<file path="config.mk">
export PLATFORM = sky130hd
export DESIGN_NAME = timer_compare_irq_flat
export DESIGN_NICKNAME = d
export VERILOG_FILES = /design/src/rtl/timer_pkg.sv /design/src/rtl/timer_compare_irq_if.sv /design/src/rtl/timer_compare_irq.sv /design/src/flat_wrapper.sv
export SDC_FILE = /design/constraint.sdc
export NUM_CORES = 1
export LEC_CHECK = 0
export CAP_MARGIN = 20
export CORE_UTILIZATION = 40
export CTS_BUF_LIST = sky130_fd_sc_hd__clkbuf_8
export DETAILED_ROUTE_END_ITERATION = 8
export GPL_TIMING_DRIVEN = 0
export PLACE_DENSITY = 0.73
export REMOVE_ABC_BUFFERS = 1
export SYNTH_ARGS = -nofsm -noshare
export SYNTH_HDL_FRONTEND = slang
export SYNTH_SLANG_ARGS = --single-unit
</file>
<file path="constraint.sdc">
create_clock -name clk -period 2 [get_ports clk]
set_clock_uncertainty 0.05 [all_clocks]
set_input_delay 0.2 -clock clk [delete_from_list [all_inputs] [get_ports clk]]
set_output_delay 0.2 -clock clk [all_outputs]
set_load 0.01 [all_outputs]
</file>
<file path="src/rtl/timer_pkg.sv">
// Shared register map and bit positions for the timer compare/interrupt peripheral.
package timer_pkg;

  localparam logic [1:0] ADDR_COMPARE = 2'd0;
  localparam logic [1:0] ADDR_CTRL    = 2'd1;
  localparam logic [1:0] ADDR_STATUS  = 2'd2;
  localparam logic [1:0] ADDR_PERIOD  = 2'd3;

  localparam int unsigned CTRL_CMP_EN    = 0;
  localparam int unsigned CTRL_IRQ_EN    = 1;
  localparam int unsigned CTRL_RELOAD_EN = 2;

  localparam int unsigned STAT_PENDING = 0;
  localparam int unsigned STAT_OVERRUN = 1;

endpackage

</file>
<file path="src/rtl/timer_compare_irq_if.sv">
// Bus bundle between the CPU/timer side (master) and the compare peripheral (slave).
interface timer_compare_irq_if;

  logic [31:0] counterIn;
  logic        chipSelect;
  logic        write;
  logic [1:0]  address;
  logic [31:0] dataIn;
  logic [31:0] dataOut;
  logic        irq;

  modport master (
    output counterIn, chipSelect, write, address, dataIn,
    input  dataOut, irq
  );

  modport slave (
    input  counterIn, chipSelect, write, address, dataIn,
    output dataOut, irq
  );

endinterface

</file>
<file path="src/rtl/timer_compare_irq.sv">
// Compares the live timer count against COMPARE and raises a level interrupt on the first
// cycle of equality. Define TIMER_CMP_RELOAD_EN to enable the PERIOD auto-reload feature.
module timer_compare_irq
  import timer_pkg::*;
#(
  parameter logic [31:0] RESET_COMPARE = 32'hFFFF_FFFF
) (
  input logic               clk,
  input logic               rst,
  timer_compare_irq_if.slave bus
);

  logic [31:0] compare_q, compare_d;
  logic [31:0] prev_q;
  logic [2:0]  ctrl_q, ctrl_d;
  logic        pending_q, pending_d;
  logic        overrun_q, overrun_d;
  logic        wr;
  logic        match;
  logic        clr_pending;
  logic        clr_overrun;
`ifdef TIMER_CMP_RELOAD_EN
  logic [31:0] period_q, period_d;
`endif

  always_comb begin
    wr    = bus.chipSelect & bus.write;
    // Previous-cycle inequality makes a held count match only once.
    match = ctrl_q[CTRL_CMP_EN] & (bus.counterIn == compare_q) & (prev_q != compare_q);

    clr_pending = wr & (bus.address == ADDR_STATUS) & bus.dataIn[STAT_PENDING];
    clr_overrun = wr & (bus.address == ADDR_STATUS) & bus.dataIn[STAT_OVERRUN];

    compare_d = compare_q;
`ifdef TIMER_CMP_RELOAD_EN
    period_d = period_q;
    if (wr && (bus.address == ADDR_PERIOD)) period_d = bus.dataIn;
    if (match && ctrl_q[CTRL_RELOAD_EN] && (period_q != '0)) compare_d = compare_q + period_q;
`endif
    // Software write takes priority over the reload.
    if (wr && (bus.address == ADDR_COMPARE)) compare_d = bus.dataIn;

    ctrl_d = ctrl_q;
    if (wr && (bus.address == ADDR_CTRL)) begin
`ifdef TIMER_CMP_RELOAD_EN
      ctrl_d = bus.dataIn[2:0];
`else
      ctrl_d = {1'b0, bus.dataIn[1:0]};
`endif
    end

    // A set in the same cycle as a clear wins.
    pending_d = match | (pending_q & ~clr_pending);
    overrun_d = (match & pending_q) | (overrun_q & ~clr_overrun);
  end

  always_ff @(posedge clk) begin
    if (rst) begin
      compare_q <= RESET_COMPARE;
      ctrl_q    <= '0;
      pending_q <= 1'b0;
      overrun_q <= 1'b0;
      prev_q    <= '0;
`ifdef TIMER_CMP_RELOAD_EN
      period_q  <= '0;
`endif
    end else begin
      compare_q <= compare_d;
      ctrl_q    <= ctrl_d;
      pending_q <= pending_d;
      overrun_q <= overrun_d;
      prev_q    <= bus.counterIn;
`ifdef TIMER_CMP_RELOAD_EN
      period_q  <= period_d;
`endif
    end
  end

  always_comb begin
    bus.dataOut = '0;
    unique case (bus.address)
      ADDR_COMPARE: bus.dataOut = compare_q;
      ADDR_CTRL:    bus.dataOut = {29'd0, ctrl_q};
      ADDR_STATUS:  bus.dataOut = {30'd0, overrun_q, pending_q};
`ifdef TIMER_CMP_RELOAD_EN
      ADDR_PERIOD:  bus.dataOut = period_q;
`else
      ADDR_PERIOD:  bus.dataOut = '0;
`endif
    endcase
    bus.irq = pending_q & ctrl_q[CTRL_IRQ_EN];
  end

endmodule

</file>
<file path="src/flat_wrapper.sv">
// flat-port wrapper written by rule: the top's interface ports become plain ports
module timer_compare_irq_flat import timer_pkg::*;
#(
  parameter logic [31:0] RESET_COMPARE = 32'hFFFF_FFFF
)
  (clk, rst, bus_counterIn, bus_chipSelect, bus_write, bus_address, bus_dataIn, bus_dataOut, bus_irq);
  timer_compare_irq_if bus_i ();
  input logic clk;
  input logic rst;
  input wire logic [$bits(bus_i.counterIn)-1:0] bus_counterIn;
  input wire logic [$bits(bus_i.chipSelect)-1:0] bus_chipSelect;
  input wire logic [$bits(bus_i.write)-1:0] bus_write;
  input wire logic [$bits(bus_i.address)-1:0] bus_address;
  input wire logic [$bits(bus_i.dataIn)-1:0] bus_dataIn;
  output wire logic [$bits(bus_i.dataOut)-1:0] bus_dataOut;
  output wire logic [$bits(bus_i.irq)-1:0] bus_irq;
  assign bus_i.counterIn = bus_counterIn;
  assign bus_i.chipSelect = bus_chipSelect;
  assign bus_i.write = bus_write;
  assign bus_i.address = bus_address;
  assign bus_i.dataIn = bus_dataIn;
  assign bus_dataOut = bus_i.dataOut;
  assign bus_irq = bus_i.irq;
  timer_compare_irq #(.RESET_COMPARE(RESET_COMPARE)) u_core (.clk(clk), .rst(rst), .bus(bus_i));
endmodule
</file>
After elaboration in Yosys (flattened, before gate mapping)
Cells that the tools add are included.

Bits in registers: 68. Output and inout bits: 33.

Muxes and demuxes: 1. Eq/ne operators: 5. Reduce and logical (&&, ||, !) cells: 3. Bitwise logic cells: 14.

Operators by type and width (number): $pmux 32 s4 (1); $eq 32x32->1 (1); $ne 32x32->1 (1); $and 1x1->1 (10); $eq 2x2->1 const B (2); $eq 2x1->1 const B (1); $logic_and 1x1->1 (2); $logic_not 2->1 (1); $not 1->1 (2); $or 1x1->1 (2).

Longest topological paths before layout
Word-level depth: 6. Mapped depth: 6. Mapped depth without buffers: 5.

Worst setup path before layout
OpenSTA, ideal clock, no wires.

Path type: flip-flop to flip-flop. From: register u_core.compare_q[19]. To: register u_core.overrun_q. Data arrival time: 1149 ps. Setup time: 128 ps. Data required time: 1822 ps. Clock period less this slack: 1327 ps. Buffers on the path: 0. Slack: 673 ps. Cell stages (with the launch flop): 6. Cells stage by stage: dfxtp_1 xor2_1 nor4_2 nand4_1 o2111ai_1 o22ai_1.

Longest elaborated chain between the ends: 5. Elaborated cells between the ends (all ways): 6. Classes of those cells: 2 x eq/ne; 4 x bitwise.

Ends and longest elaborated chain: from (decl) (RTL line timer_compare_irq.sv:13) `logic [31:0] compare_q, compare_d;`; from (signal assigned) (RTL line timer_compare_irq.sv:68) `compare_q <= compare_d;`; $eq 32x32->1 (RTL line timer_compare_irq.sv:29) `match = ctrl_q[CTRL_CMP_EN] & (bus.counterIn == compare_q) & (prev_q != compare_q);`; $and 1x1->1 (RTL line timer_compare_irq.sv:29); $and 1x1->1 (*) (RTL line timer_compare_irq.sv:29); $and 1x1->1 (*) (RTL line timer_compare_irq.sv:54) `overrun_d = (match & pending_q) | (overrun_q & ~clr_overrun);`; $or 1x1->1 (*) (RTL line timer_compare_irq.sv:54); to (signal assigned) (RTL line timer_compare_irq.sv:71) `overrun_q <= overrun_d;`; to (decl) (RTL line timer_compare_irq.sv:17) `logic overrun_q, overrun_d;`.

Every way passes the cells marked *; elsewhere a longest branch is shown, timed or not. A chain may end at the register's enable or synchronous reset.

Worst setup path after layout
From: register u_core.compare_q[0]. To: output port bus_dataOut[0].

Longest elaborated chain between the ends: 1.

Ends and longest elaborated chain: $pmux 32 s4 (RTL line timer_compare_irq.sv:81) `unique case (bus.address)`; to (decl) (RTL line flat_wrapper.sv:15) `output wire logic [$bits(bus_i.dataOut)-1:0] bus_dataOut;`.

Every way passes these cells.

==> results_dict.tcl <==
set metrics [dict create \
    rsz0062_at_grt "false" \
    cts.sinks 68 \
    max_cap_violations 0 \
    dp_hpwl_mm 5.65 \
    root_buffer "clkbuf_8" \
    clk_pin_slew_ps 80 \
    hold_viol_final 0 \
    die_width_um 91.0 \
    final_common_cell "clkdlybuf4s50_1" \
    h-tree-depth 3 \
    worstMarginPinSlew_ps 690 \
    async_reset_ff_share_pct 0 \
    layout.cells.non_filler 562 \
    period_needed_ps 1840 \
    grt_max_degree 45 \
    ys.flop_type "dfxtp_1" \
    clk_latency_ps 340 \
    synthToLayoutAreaGrowth_pct 42.8 \
    nets 525 \
    worstPathCellList "mux2i_1 > o21ai_0 > clkdlybuf4s50_1" \
    yosysSeqAreaShare_pct 42.9 \
    wire_per_inst_um 13.7 \
    critPathMaxStageDelay_ps 580 \
    cts_made_buffers 9 \
    worstSetupStartpointType "flip-flop" \
    dieArea_um2 8290 \
    first_pass_iters 4 \
    fill_cells 719 \
    status "complete, no violations" \
    detail_route.wirelength_mm 7.68 \
    r2r-end "u_core.overrun_q" \
    cts_tree "done" \
    finalPower_mw 3.06 \
    synth.distinct_cells 25 \
    hp-start "rst" \
    grt_pass1_wl_mm 12.8 \
    ios 103 \
    hold_path_end "u_core.prev_q[20]" \
    path_max_fanout 4 \
    power_density_nw_per_um2 676 \
    relSlewSlack_pct 54.0 \
    die_h_um 91.0 \
    drtAntennaViolNets 0 \
    required_ps 1750 \
    reg2reg_from "u_core.compare_q[8]" \
    rows 32 \
    fmax_ghz 0.544 \
    avgSynthCellArea_um2 8.99 \
    ff2ff_path_depth 5 \
    drcViolationCount 0 \
    reg2reg_slack_ps 320 \
    finalCritPeriodShare_pct 91.9 \
    core_um2 7690 \
    setup_viol 0 \
    grt.total_usage_pct 19.7 \
    cts_max_path_buffers 2 \
    pre_cts_ws_ps -671 \
    slowest_stage "clkdlybuf4s50_1" \
    whs_path_depth 2 \
    fin_worst_hold_slack_ps 247 \
    synth-seq-cells 68 \
    port-buffer-count 102 \
    synth_edf_count 0 \
    fin_ws_ps 163 \
    grt_pass1_vias 2599 \
    final.setup.tns_ps 0 \
    diodes 0 \
    place.gp.congestion 0.742 \
    antenna_found_initial 0 \
    final_core_util_pct 58.9 \
    cp-end-kind "primary output" \
    synth_cells 353 \
    via_per_inst 4.69 \
    drt_iter0_drc 59 \
    worstPathArrival_ps 1590 \
    ir_drop_mv 0.356 \
    start_util_pct 41.3 \
    drive_above_1_share_pct 6.30 \
    finish.instance_area_um2 4530 \
    syn_area_um2 3170 \
    hp-class "input port to flip-flop" \
    place_area_um2 4320 \
    leakagePower_nw 1.76 \
    dp.cells 545 \
    layout_common_cells "98 x clkdlybuf4s50_1, 70 x nand2_1, 68 x dfxtp_1, 36 x xor2_1" \
    yosys_warnings 0 \
    overflow 0 \
    hold_buffers 0 \
    crit_type "flip-flop to primary output" \
    vias 2634 \
    drv_slew 0 \
]
## logic make-up after synthesis
logic type | after synthesis | share of synthesized area, %
compound gates | 5 | 0.947
simple gates | 195 | 34.8
buf+inv | 17 | 2.45
flops | 68 | 42.9
xor+xnor | 64 | 17.7
mux | 4 | 1.26
## worst max-delay path by stage
stage	depth (start not counted)	from	to	slack, ps
2_1_floorplan	4	bus_address[0]	u_core.compare_q[0]	-100
4_1_cts	5	bus_address[0]	bus_dataOut[30]	20
6_report	3	u_core.compare_q[0]	bus_dataOut[0]	160
3_3_place_gp	5	bus_address[1]	u_core.compare_q[22]	-2360
3_5_place_dp	7	bus_address[1]	u_core.compare_q[20]	-670
5_1_grt	3	u_core.compare_q[0]	bus_dataOut[0]	40
## cell type report
cell class              instances  area (um2)  area share (%)
multi-input cells             268        1740            38.5
flip-flops and latches         68        1360            30.1
repair buffers                108        1100            24.4
well taps                     102         128            2.82
clock buffers                   9         124            2.74
clock inverters                 7        68.8            1.52
## critical path: cells and delay by family (launching register included)
| family | cells | cell delay (ps) |
|---|---|---|
| flops | 1 | 410 |
| mux | 1 | 90 |
| compound gates | 1 | 170 |
| buf+inv | 1 | 580 |
## metal layers
metal	up-vias	part of all wire (%)	GRT usage (%)
met2	71	47	31.8
li1	1345	-	-
met5	-	0	0
met1	1210	47	26.0
met3	8	5.3	5.70
met4	0	0.72	4.76
## state kept, by name (all words and copies together), names as in the netlist
register	cells
u_core.overrun_q	1
u_core.pending_q	1
u_core.ctrl_q	2
u_core.compare_q	32
u_core.prev_q	32
## repair_timing
action / 4_1_cts / 5_1_grt
endpoints found under the setup margin: 63 / 30
buffers inserted: 1 / 0
pin swaps: 1 / 0
resized for setup: 4 / 1
## cells in the mapped netlist (3+ instances only)
library cell	n	area, um2
nand2_1	70	263
dfxtp_1	68	1360
xor2_1	36	315
nor2b_1	33	206
nand3b_1	32	240
and2_1	30	188
xnor2_1	28	245
clkbuf_1	12	45.0
nand4_1	8	50.1
nor4_1	6	37.5
mux2i_1	4	40.0
nor4_2	4	50.1
buf_4	3	22.5
nand3_1	3	15.0
nor2_1	3	11.3
## report_power, final
part           total [mW]  switching, mW  internal (mW)
Clock                1.10          0.531          0.571
Combinational       0.501          0.191          0.310
Sequential           1.46         0.0445           1.41
(Power assumes the default switching activity.)
==> variant (same flow settings) <==
The option `TIMER_CMP_RELOAD_EN` is turned on by a define.
--- a/src/rtl/timer_compare_irq.sv
+++ b/src/rtl/timer_compare_irq.sv
@@ -2,2 +2,4 @@
 // cycle of equality. Define TIMER_CMP_RELOAD_EN to enable the PERIOD auto-reload feature.
+`define TIMER_CMP_RELOAD_EN
+
 module timer_compare_irq
Formal check against the unedited RTL: not equivalent (a bounded check fails within 4 cycles, from zero or initial values and one cycle with rst high).
==> variant against the original RTL <==
The run now ends with setup timing left. Design area increased by 91%. Utilization decreased by 2.7 points. Sequential cell count increased by 33. Cell count increased by 95%. Routed wire length increased to 2.8 times the old value. Area after synthesis increased by 100%. Register-to-register slack got worse by 1.1 ns. Critical endpoint is now u_core.compare_q[26]. Worst setup slack got worse by 0.92 ns. First-iteration DRC count increased to 9.1 times the old value. Non-clock buffer count increased by 42. Power increased by 69%. Sequential share of layout area decreased by 6.1 points. Hold slack improved by 0.075 ns.
==> variant: results <==
metrics = {
    "clocking": {
        "cts.sink_count": 101,
        "cts.clk_slew.worst_paths_ns": 0.10,
    },
    "final_layout": {
        "area_share_clock_buf_inv_pct": 2.65,
        "fillers": 1327,
        "buffers_excl_clock": 150,
        "multi_input_area_share_pct": 52.4,
        "layout.cell_area.non_filler_mm2": 0.00864,
        "layout.cells.non_filler": 1098,
        "final_layout_size_suffix_gt1_share_pct": 17.5,
        "inv_count": 6,
        "largest_registers": "u_core.compare_q (32), u_core.period_q (32), u_core.prev_q (32)",
        "multiInputCombCellCount": 615,
    },
    "pwr": {
        "p_leak_nw": 3.30,
        "seq-power_mw": 2.15,
        "irDropWorstVdd_v": 0.000532,
        "switching_share_pct": 29.7,
    },
    "grt": {
        "use_met2_pct": 41.1,
        "global_route.usage.total_pct": 25.6,
        "grt_first_pass_wirelength_mm": 32.1,
    },
    "timing": {
        "final-setup-viol-count": 32,
        "worst_pin_slew_ns": 0.941,
        "worst_slack_ns": -0.759,
    },
    "critical_path": {
        "critical-path-top-delay-family": "compound AO/OA/AOI/OAI gates",
        "worst_path_arrival_time_ns": 3.03,
        "critical_path_peak_fanout": 5,
        "crit_path_top_delay_cell": "ha_1",
        "crit_path_max_incr_delay_ns": 0.43,
    },
    "status": {
        "violated_checks": "setup timing",
        "outcome": "finished with violations",
    },
    "placed_design": {
        "detailedPlacementHpwl_mm": 14.3,
        "globalplace.congestion": 0.908,
    },
    "yosys": {
        "synth_cell_type_count": 60,
        "yosys-top-cells-area": "dfxtp_1 32%, xnor2_1 8.2%, nand2_1 6.7%",
        "post_synth_inst_count": 763,
        "most_instantiated_cells_after_synthesis": "114 x nand2_1, 101 x dfxtp_1, 63 x a21oi_1, 60 x xnor2_1",
    },
    "detailed_routing": {
        "first_iter_violations": 535,
        "wl_met2_mm": 10.1,
        "drt-met1-wl_mm": 9.70,
        "postRouteWirelength_mm": 21.6,
    },
}
[variant: cell count changes after synthesis, moves of 32 or more]
cell | before | now
a21oi_1 | 1 | 63
nand2_1 | 70 | 114
nor2_1 | 3 | 37
dfxtp_1 | 68 | 101
xnor2_1 | 28 | 60
[variant: worst paths after layout]
check,startpoint,endpoint,slack (ns),cells past startpoint
hold / removal,bus_dataIn[31],u_core.period_q[31],0.32,3
setup reg to reg,u_core.compare_q[13],u_core.compare_q[26],-0.76,9
hold reg to reg,u_core.period_q[26],u_core.period_q[26],0.45,2
setup / recovery,u_core.compare_q[13],u_core.compare_q[26],-0.76,9
[variant: worst reg2reg max path, cell delays in order (launching register included)]
cell and delay [ns]:
dfxtp_1 0.40, ha_1 0.43, nand4_1 0.20, nor3_4 0.30, a211oi_4 0.10, a211oi_1 0.24, nor2b_1 0.10, o31a_1 0.35
o41a_1 0.35, o211ai_1 0.17
[variant: through the flow]
| stage | hold WS (ns) | worst slack [ns] | TNS [ns] |
|---|---|---|---|
| 2_1_floorplan | 0.219 | -1.29 | -30.79 |
| 3_3_place_gp | 0.431 | -4.12 | -271.92 |
| 3_5_place_dp | 0.439 | -1.62 | -103.63 |
| 4_1_cts | 0.320 | -0.749 | -17.32 |
| 5_1_grt | 0.315 | -0.875 | -21.83 |
| 6_report | 0.322 | -0.759 | -18.52 |
[variant: kinds of logic (layout without fill, tap and decap cells)]
kind of cell	Yosys count	in the layout	share of synthesized area (%)
buf+inv	48	171	3.31
fa+ha+maj	32	32	6.38
mux	35	35	6.03
simple gates	257	258	19.3
flops	101	101	31.6
xor+xnor	88	88	12.1
compound gates	202	202	21.2
[variant: repair_timing]
action,in CTS,in global routing
hold endpoints to repair,0,0
gates cloned,1,1
endpoints found under the setup margin,97,64
pin swaps,21,38
resized for setup,68,51
buffers inserted,25,18
